[config.mk]
export PLATFORM = sky130hd
export DESIGN_NAME = load_store_unit
export DESIGN_NICKNAME = d
export VERILOG_FILES = /design/src/rtl/lsu_pkg.sv /design/src/rtl/lsu_align.sv /design/src/rtl/load_store_unit.sv
export SDC_FILE = /design/constraint.sdc
export NUM_CORES = 1
export LEC_CHECK = 0
export ABC_AREA = 1
export CAP_MARGIN = 25
export CORE_ASPECT_RATIO = 2
export CORE_MARGIN = 8
export CORE_UTILIZATION = 48
export DETAILED_ROUTE_END_ITERATION = 10
export PLACE_DENSITY = 0.81
export SKIP_CTS_REPAIR_TIMING = 1
export SLEW_MARGIN = 20
export SYNTH_ARGS = -nofsm -noshare
export SYNTH_HDL_FRONTEND = slang
export SYNTH_SLANG_ARGS = --single-unit
[constraint.sdc]
create_clock -name clk -period 5.86 [get_ports clk]
set_input_delay 0.586 -clock clk [delete_from_list [all_inputs] [get_ports clk]]
set_output_delay 0.586 -clock clk [all_outputs]
set_load 0.005 [all_outputs]
[src/rtl/lsu_pkg.sv]
`default_nettype none
// ------------------------------------------------------------------
// lsu_pkg : shared constants and types for load_store_unit   rev 1.0
// ------------------------------------------------------------------
package lsu_pkg;

  localparam int LSU_WIDTH     = 32;
  localparam int LSU_MEM_WORDS = 1024;

  localparam logic [2:0] F3_B  = 3'b000;
  localparam logic [2:0] F3_H  = 3'b001;
  localparam logic [2:0] F3_W  = 3'b010;
  localparam logic [2:0] F3_BU = 3'b100;
  localparam logic [2:0] F3_HU = 3'b101;

  typedef enum logic [2:0] {
    S_IDLE  = 3'd0,
    S_READ  = 3'd1,
    S_MERGE = 3'd2,
    S_WRITE = 3'd3,
    S_RESP  = 3'd4
  } lsu_state_e;

  function automatic logic f3_legal(input logic we, input logic [2:0] f3);
    logic ok;
    ok = (f3 == F3_B) || (f3 == F3_H) || (f3 == F3_W);
    if (!we) ok = ok || (f3 == F3_BU) || (f3 == F3_HU);
    return ok;
  endfunction

endpackage
`default_nettype wire

[src/rtl/lsu_align.sv]
`default_nettype none
// ------------------------------------------------------------------
// lsu_align : load extract/extend and sub-word store merge   rev 1.0
// ------------------------------------------------------------------
module lsu_align
  import lsu_pkg::*;
#(
  parameter int WIDTH = LSU_WIDTH
) (
  input  logic [2:0]       funct3_i,
  input  logic [1:0]       byte_off_i,
  input  logic [WIDTH-1:0] rdata_i,
  input  logic [WIDTH-1:0] wdata_i,
  output logic [WIDTH-1:0] load_o,
  output logic [WIDTH-1:0] store_o
);

  logic [4:0]       sh_b;
  logic [4:0]       sh_h;
  logic [7:0]       sel_b;
  logic [15:0]      sel_h;
  logic [WIDTH-1:0] mask;

  assign sh_b  = {byte_off_i, 3'b000};
  assign sh_h  = {byte_off_i[1], 4'b0000};
  assign sel_b = rdata_i[sh_b +: 8];
  assign sel_h = rdata_i[sh_h +: 16];

  always_comb begin
    load_o = rdata_i;
    case (funct3_i)
      F3_B:    load_o = {{(WIDTH-8){sel_b[7]}}, sel_b};
      F3_H:    load_o = {{(WIDTH-16){sel_h[15]}}, sel_h};
      F3_BU:   load_o = {{(WIDTH-8){1'b0}}, sel_b};
      F3_HU:   load_o = {{(WIDTH-16){1'b0}}, sel_h};
      default: load_o = rdata_i;
    endcase
  end

  // funct3[0] distinguishes SH from SB; the mask marks the lanes being replaced.
  assign mask    = funct3_i[0] ? ({{(WIDTH-16){1'b0}}, 16'hFFFF} << sh_h)
                               : ({{(WIDTH-8){1'b0}}, 8'hFF} << sh_b);
  assign store_o = (rdata_i & ~mask) |
                   ((wdata_i << (funct3_i[0] ? sh_h : sh_b)) & mask);

endmodule
`default_nettype wire

[src/rtl/load_store_unit.sv]
`default_nettype none
// ------------------------------------------------------------------
// load_store_unit : single-port RISC-V load/store FSM        rev 1.0
// ------------------------------------------------------------------
module load_store_unit
  import lsu_pkg::*;
#(
  parameter int WIDTH     = LSU_WIDTH,
  parameter int MEM_WORDS = LSU_MEM_WORDS
) (
  input  logic             clk,
  input  logic             reset,
  input  logic             req_valid,
  output logic             req_ready,
  input  logic             req_we,
  input  logic [2:0]       req_funct3,
  input  logic [WIDTH-1:0] req_addr,
  input  logic [WIDTH-1:0] req_wdata,
  output logic             resp_valid,
  output logic [WIDTH-1:0] resp_rdata,
  output logic             resp_err,
  output logic [WIDTH-1:0] mem_addr,
  output logic             mem_wr,
  output logic [WIDTH-1:0] mem_wdata,
  input  logic [WIDTH-1:0] mem_rdata
);

  localparam logic [2:0] IDLE  = S_IDLE;
  localparam logic [2:0] READ  = S_READ;
  localparam logic [2:0] MERGE = S_MERGE;
  localparam logic [2:0] WRITE = S_WRITE;
  localparam logic [2:0] RESP  = S_RESP;

  logic [2:0]       state_q, state_d;
  logic             we_q;
  logic [2:0]       f3_q;
  logic [WIDTH-1:0] addr_q, wdata_q, wbuf_q, rdata_q;
  logic             err_q;
  logic             fault, misal, oob, accept;
  logic [WIDTH-1:0] load_val, merged;

  assign misal  = ((req_funct3[1:0] == 2'b01) && req_addr[0]) ||
                  ((req_funct3[1:0] == 2'b10) && (req_addr[1:0] != 2'b00));
  assign oob    = {2'b00, req_addr[WIDTH-1:2]} >= WIDTH'(MEM_WORDS);
  assign fault  = !f3_legal(req_we, req_funct3) || misal || oob;
  assign accept = (state_q == IDLE) && req_valid;

  lsu_align #(.WIDTH(WIDTH)) u_align (
    .funct3_i   (f3_q),
    .byte_off_i (addr_q[1:0]),
    .rdata_i    (mem_rdata),
    .wdata_i    (wdata_q),
    .load_o     (load_val),
    .store_o    (merged)
  );

  always_comb begin
    state_d = state_q;
    case (state_q)
      IDLE: begin
        if (req_valid) begin
          if (fault)                              state_d = RESP;
          else if (req_we && req_funct3 == F3_W)  state_d = WRITE;
          else                                    state_d = READ;
        end
      end
      READ:    state_d = MERGE;
      MERGE:   state_d = we_q ? WRITE : RESP;
      WRITE:   state_d = RESP;
      RESP:    state_d = IDLE;
      default: state_d = IDLE;
    endcase
  end

  // Response registers only change on the edge entering RESP, so they hold
  // the previous result for the whole duration of the next access.
  always_ff @(posedge clk or posedge reset) begin
    if (reset) begin
      state_q <= IDLE;
      we_q    <= 1'b0;
      f3_q    <= 3'b000;
      addr_q  <= '0;
      wdata_q <= '0;
      wbuf_q  <= '0;
      rdata_q <= '0;
      err_q   <= 1'b0;
    end else begin
      state_q <= state_d;
      if (accept) begin
        we_q    <= req_we;
        f3_q    <= req_funct3;
        addr_q  <= req_addr;
        wdata_q <= req_wdata;
        if (fault) begin
          rdata_q <= '0;
          err_q   <= 1'b1;
        end
      end
      if (state_q == MERGE) begin
        if (we_q) begin
          wbuf_q <= merged;
        end else begin
          rdata_q <= load_val;
          err_q   <= 1'b0;
        end
      end
      if (state_q == WRITE) begin
        rdata_q <= '0;
        err_q   <= 1'b0;
      end
    end
  end

  assign req_ready  = (state_q == IDLE);
  assign resp_valid = (state_q == RESP);
  assign resp_rdata = rdata_q;
  assign resp_err   = err_q;
  assign mem_wr     = (state_q == WRITE);
  assign mem_addr   = (state_q == IDLE) ? '0 : {2'b00, addr_q[WIDTH-1:2]};
  assign mem_wdata  = (state_q == WRITE) ? ((f3_q == F3_W) ? wdata_q : wbuf_q) : '0;

endmodule
`default_nettype wire

==> flow_results.xml <==
<?xml version="1.0" encoding="UTF-8"?>
<metrics>
  <group name="pwr">
    <metric name="static-leakage-power" unit="nW">4.47</metric>
    <metric name="cell_internal_pwr" unit="mW">1.95</metric>
    <metric name="comb_power_share" unit="%">18.7</metric>
    <metric name="netSwitchingFraction" unit="%">28.9</metric>
    <metric name="power_consumption" unit="mW">2.74</metric>
    <metric name="register_share_of_total_power" unit="%">39.2</metric>
    <metric name="p_per_area" unit="nW/µm²">281</metric>
    <metric name="worst_ir_drop_vdd" unit="µV">238</metric>
    <metric name="total_switching_power" unit="µW">793</metric>
    <metric name="share_clk_of_total_power" unit="%">42.1</metric>
  </group>
  <group name="floorplan">
    <metric name="fp.dieH" unit="µm">188</metric>
    <metric name="fp.dieArea" unit="µm²">19100</metric>
    <metric name="design.core.area" unit="µm²">14700</metric>
    <metric name="die_w" unit="µm">102</metric>
    <metric name="num_io_pins" unit="">203</metric>
    <metric name="starting_density" unit="%">48.3</metric>
    <metric name="rows" unit="">63</metric>
  </group>
  <group name="cells_and_area">
    <metric name="most_frequent_standard_cell_in_the_layout_excluding_fill_and_tap_cells" unit="">sky130_fd_sc_hd__clkdlybuf4s50_1</metric>
    <metric name="post-route-util" unit="%">66.4</metric>
    <metric name="antenna_cells" unit="">0</metric>
    <metric name="design_area" unit="µm²">9740</metric>
    <metric name="fillerInstances" unit="">1275</metric>
    <metric name="area_added_between_synthesis_and_finish" unit="%">37.7</metric>
    <metric name="final_layout_size_suffix_gt1_share" unit="%">8.28</metric>
    <metric name="mostFrequentLayoutCells" unit="">sky130_fd_sc_hd__clkdlybuf4s50_1, sky130_fd_sc_hd__nor2_1, sky130_fd_sc_hd__a21oi_1, sky130_fd_sc_hd__dfrtp_1, sky130_fd_sc_hd__nand2_1</metric>
    <metric name="final_cells" unit="">1282</metric>
    <metric name="final_nets" unit="">1177</metric>
  </group>
  <group name="placement">
    <metric name="placed_cells" unit="">1250</metric>
    <metric name="count_of_input_and_output_buffers" unit="">200</metric>
    <metric name="placed_area" unit="µm²">9100</metric>
    <metric name="gp_congestion" unit="">0.936</metric>
    <metric name="hpwlAfterDp" unit="µm">17500</metric>
  </group>
  <group name="worst_setup_path">
    <metric name="worst_setup_path_end_kind" unit="">output port</metric>
    <metric name="path_class" unit="">reg2out</metric>
    <metric name="worst-endpoint-arrival" unit="ps">3260</metric>
    <metric name="startpoint_type" unit="">register</metric>
    <metric name="cp_cell_sequence" unit="">clkinv_2 -&gt; nor2_4 -&gt; nand2_1 -&gt; buf_4 -&gt; o21ai_0 -&gt; a21oi_1 -&gt; clkdlybuf4s50_1</metric>
    <metric name="delay_of_the_slowest_cell_on_the_worst_path" unit="ps">690</metric>
    <metric name="critical-path-slowest-cell" unit="">sky130_fd_sc_hd__dfrtp_1</metric>
    <metric name="path_max_fanout" unit="">56</metric>
    <metric name="worst_ep_required_time" unit="ps">5270</metric>
  </group>
  <group name="clock_tree">
    <metric name="cts_root_buffer_type" unit="">sky130_fd_sc_hd__clkbuf_16</metric>
    <metric name="insertion_delay" unit="ps">420</metric>
    <metric name="clockBufferDepth" unit="">2</metric>
    <metric name="clock_tree.htree_level_count" unit="">4</metric>
    <metric name="worst_setup_hold_path_clk_slew" unit="ps">60</metric>
    <metric name="cts_inserted_buffers" unit="">17</metric>
    <metric name="clock_sinks" unit="">136</metric>
    <metric name="tritoncts_clock_tree" unit="">yes</metric>
  </group>
  <group name="synth">
    <metric name="syn_area_per_cell" unit="µm²">7.79</metric>
    <metric name="synth.top_cells.by_area" unit="">sky130_fd_sc_hd__dfrtp_1, sky130_fd_sc_hd__a21oi_1, sky130_fd_sc_hd__nor2_1</metric>
    <metric name="synthCells" unit="">908</metric>
    <metric name="synth.lib_cells_used.distinct" unit="">31</metric>
    <metric name="yosys.area.top_type" unit="">sky130_fd_sc_hd__dfrtp_1</metric>
    <metric name="seq_area_frac_synth" unit="%">48.1</metric>
    <metric name="synth.top_cell.area_share" unit="%">48.1</metric>
    <metric name="yosys_register_bits" unit="">136</metric>
    <metric name="synthesis.area" unit="µm²">7080</metric>
    <metric name="ys.warnings.count" unit="">0</metric>
  </group>
  <group name="routing">
    <metric name="totalWireLength" unit="µm">23600</metric>
    <metric name="detail_route.first_pass.iterations" unit="">5</metric>
    <metric name="drt_iter0_drc" unit="">444</metric>
    <metric name="vias_per_cell" unit="">5.43</metric>
    <metric name="postRouteAntennaNets" unit="">0</metric>
    <metric name="num_vias" unit="">6956</metric>
    <metric name="post-route-drc-count" unit="">0</metric>
    <metric name="detailed_route_wire_length_per_cell" unit="µm">18.4</metric>
  </group>
  <group name="timing">
    <metric name="setup_repair_after_global_routing_missed_its_margin" unit="">no</metric>
    <metric name="post-route-min-period" unit="ps">3840</metric>
    <metric name="timing.setup.tns" unit="ps">0</metric>
    <metric name="worst_clock_skew" unit="ps">8.98</metric>
    <metric name="timing.final.crit_share" unit="%">65.6</metric>
    <metric name="setup_violations" unit="">0</metric>
    <metric name="max_slew_margin" unit="%">41.4</metric>
    <metric name="max_freq" unit="GHz">0.260</metric>
    <metric name="timing_hold_violations_final" unit="">0</metric>
    <metric name="slew_at_the_pin_closest_to_its_max_slew_limit" unit="ps">879</metric>
    <metric name="timing.final.max_slew_violations" unit="">0</metric>
  </group>
  <group name="job">
    <metric name="max_cap_violations" unit="">0</metric>
  </group>
  <group name="global_route">
    <metric name="grt_remaining_overflow" unit="">0</metric>
    <metric name="antenna_found_initial" unit="">0</metric>
    <metric name="grt_use_total" unit="%">24.8</metric>
    <metric name="grt_start_max_net_pins" unit="">113</metric>
    <metric name="number_of_global_route_vias_before_repair" unit="">7064</metric>
    <metric name="wire_length_of_the_first_global_routing_pass" unit="µm">36800</metric>
  </group>
  <group name="run_status">
    <metric name="outcome" unit="">finished clean</metric>
  </group>
  <group name="hold_path">
    <metric name="worstHoldPathType" unit="">reg2reg</metric>
  </group>
</metrics>
## cells in the mapped netlist, drive strengths merged
cell,n
a21oi,143
a31oi,10
buf,38
clkbuf,20
clkinv,1
conb,1
dfrtp,136
inv,95
mux2,25
nand2,127
nand3,21
nand4,3
nor2,174
nor4,1
o211ai,9
o21ai,73
o21bai,4
o22ai,24
or2,3
## power by group through the flow
stage	registers, mW	logic, mW	clock network (mW)
after floorplan	1.06	0.323	0
final	1.07	0.511	1.15
after CTS	1.07	0.509	1.17
after detailed placement	1.09	0.504	0
after global routing	1.08	0.566	1.21
after global placement	1.09	0.493	0
## metal layers
layer  wire [µm]  vias up  GRT usage [%]
met5           0        -              0
met4         834        0           11.2
met3        2340       49           7.95
met2       11300      338           40.0
met1        9140     3264           29.0
li1            -     3305              -
## worst max-delay path: cells and delay by family, from the launching register on
family / cells / cell delay, ps
flops: 1 / 690
simple gates: 2 / 430
compound gates: 2 / 340
buf+inv: 3 / 1360
## flip-flops by register name (all words and copies together), names as in the netlist
register,cells
wdata_q,32
addr_q,32
f3_q,3
we_q,1
wbuf_q,32
resp_err,1
state_q,3
resp_rdata,32
## final timing paths
path                       slack (ps)  cells after the start               startpoint                  endpoint
min reg2reg                       510                      1  wdata_q[25]$_DFFE_PP0P_   wdata_q[25]$_DFFE_PP0P_
max                              2020                      7      f3_q[1]$_DFFE_PP0P_             mem_wdata[21]
max reg2reg                      2940                     10   state_q[0]$_DFFE_PP0P_  resp_rdata[15]$_DFF_PP0_
min in group asynchronous         660                      2                    reset   wdata_q[20]$_DFFE_PP0P_
min                               510                      1  wdata_q[25]$_DFFE_PP0P_   wdata_q[25]$_DFFE_PP0P_
max in group asynchronous        4040                      3                    reset   resp_rdata[8]$_DFF_PP0_
## per-stage QoR
| step | worst slack [ps] | hold slack (ps) |
|---|---|---|
| final | 2020 | 507 |
| after global routing | 1770 | 525 |
| after CTS | 2010 | 502 |
| after detailed placement | 2470 | 487 |
| after global placement | 2660 | 470 |
| after floorplan | 1630 | 453 |
## cell families after synthesis
| logic type | after synthesis | synth area share (%) |
|---|---|---|
| muxes | 25 | 3.98 |
| buffers and inverters | 154 | 9.12 |
| and+or+nand+nor | 329 | 18.9 |
| AOI/OAI and AO/OA | 263 | 19.8 |
| other | 1 | 0.0530 |
| DFF | 136 | 48.1 |
## layout make-up
cell class                      instances  area [µm²]  area share (%)
Clock buffer                           17         425            4.37
Clock inverter                         15         211            2.17
Inverter                               96         367            3.76
Multi-Input combinational cell        619        3050            31.3
Sequential cell                       136        3400            34.9
Tap cell                              195         244            2.50
Timing Repair Buffer                  204        2040            20.9
(Power assumes the default switching activity.)
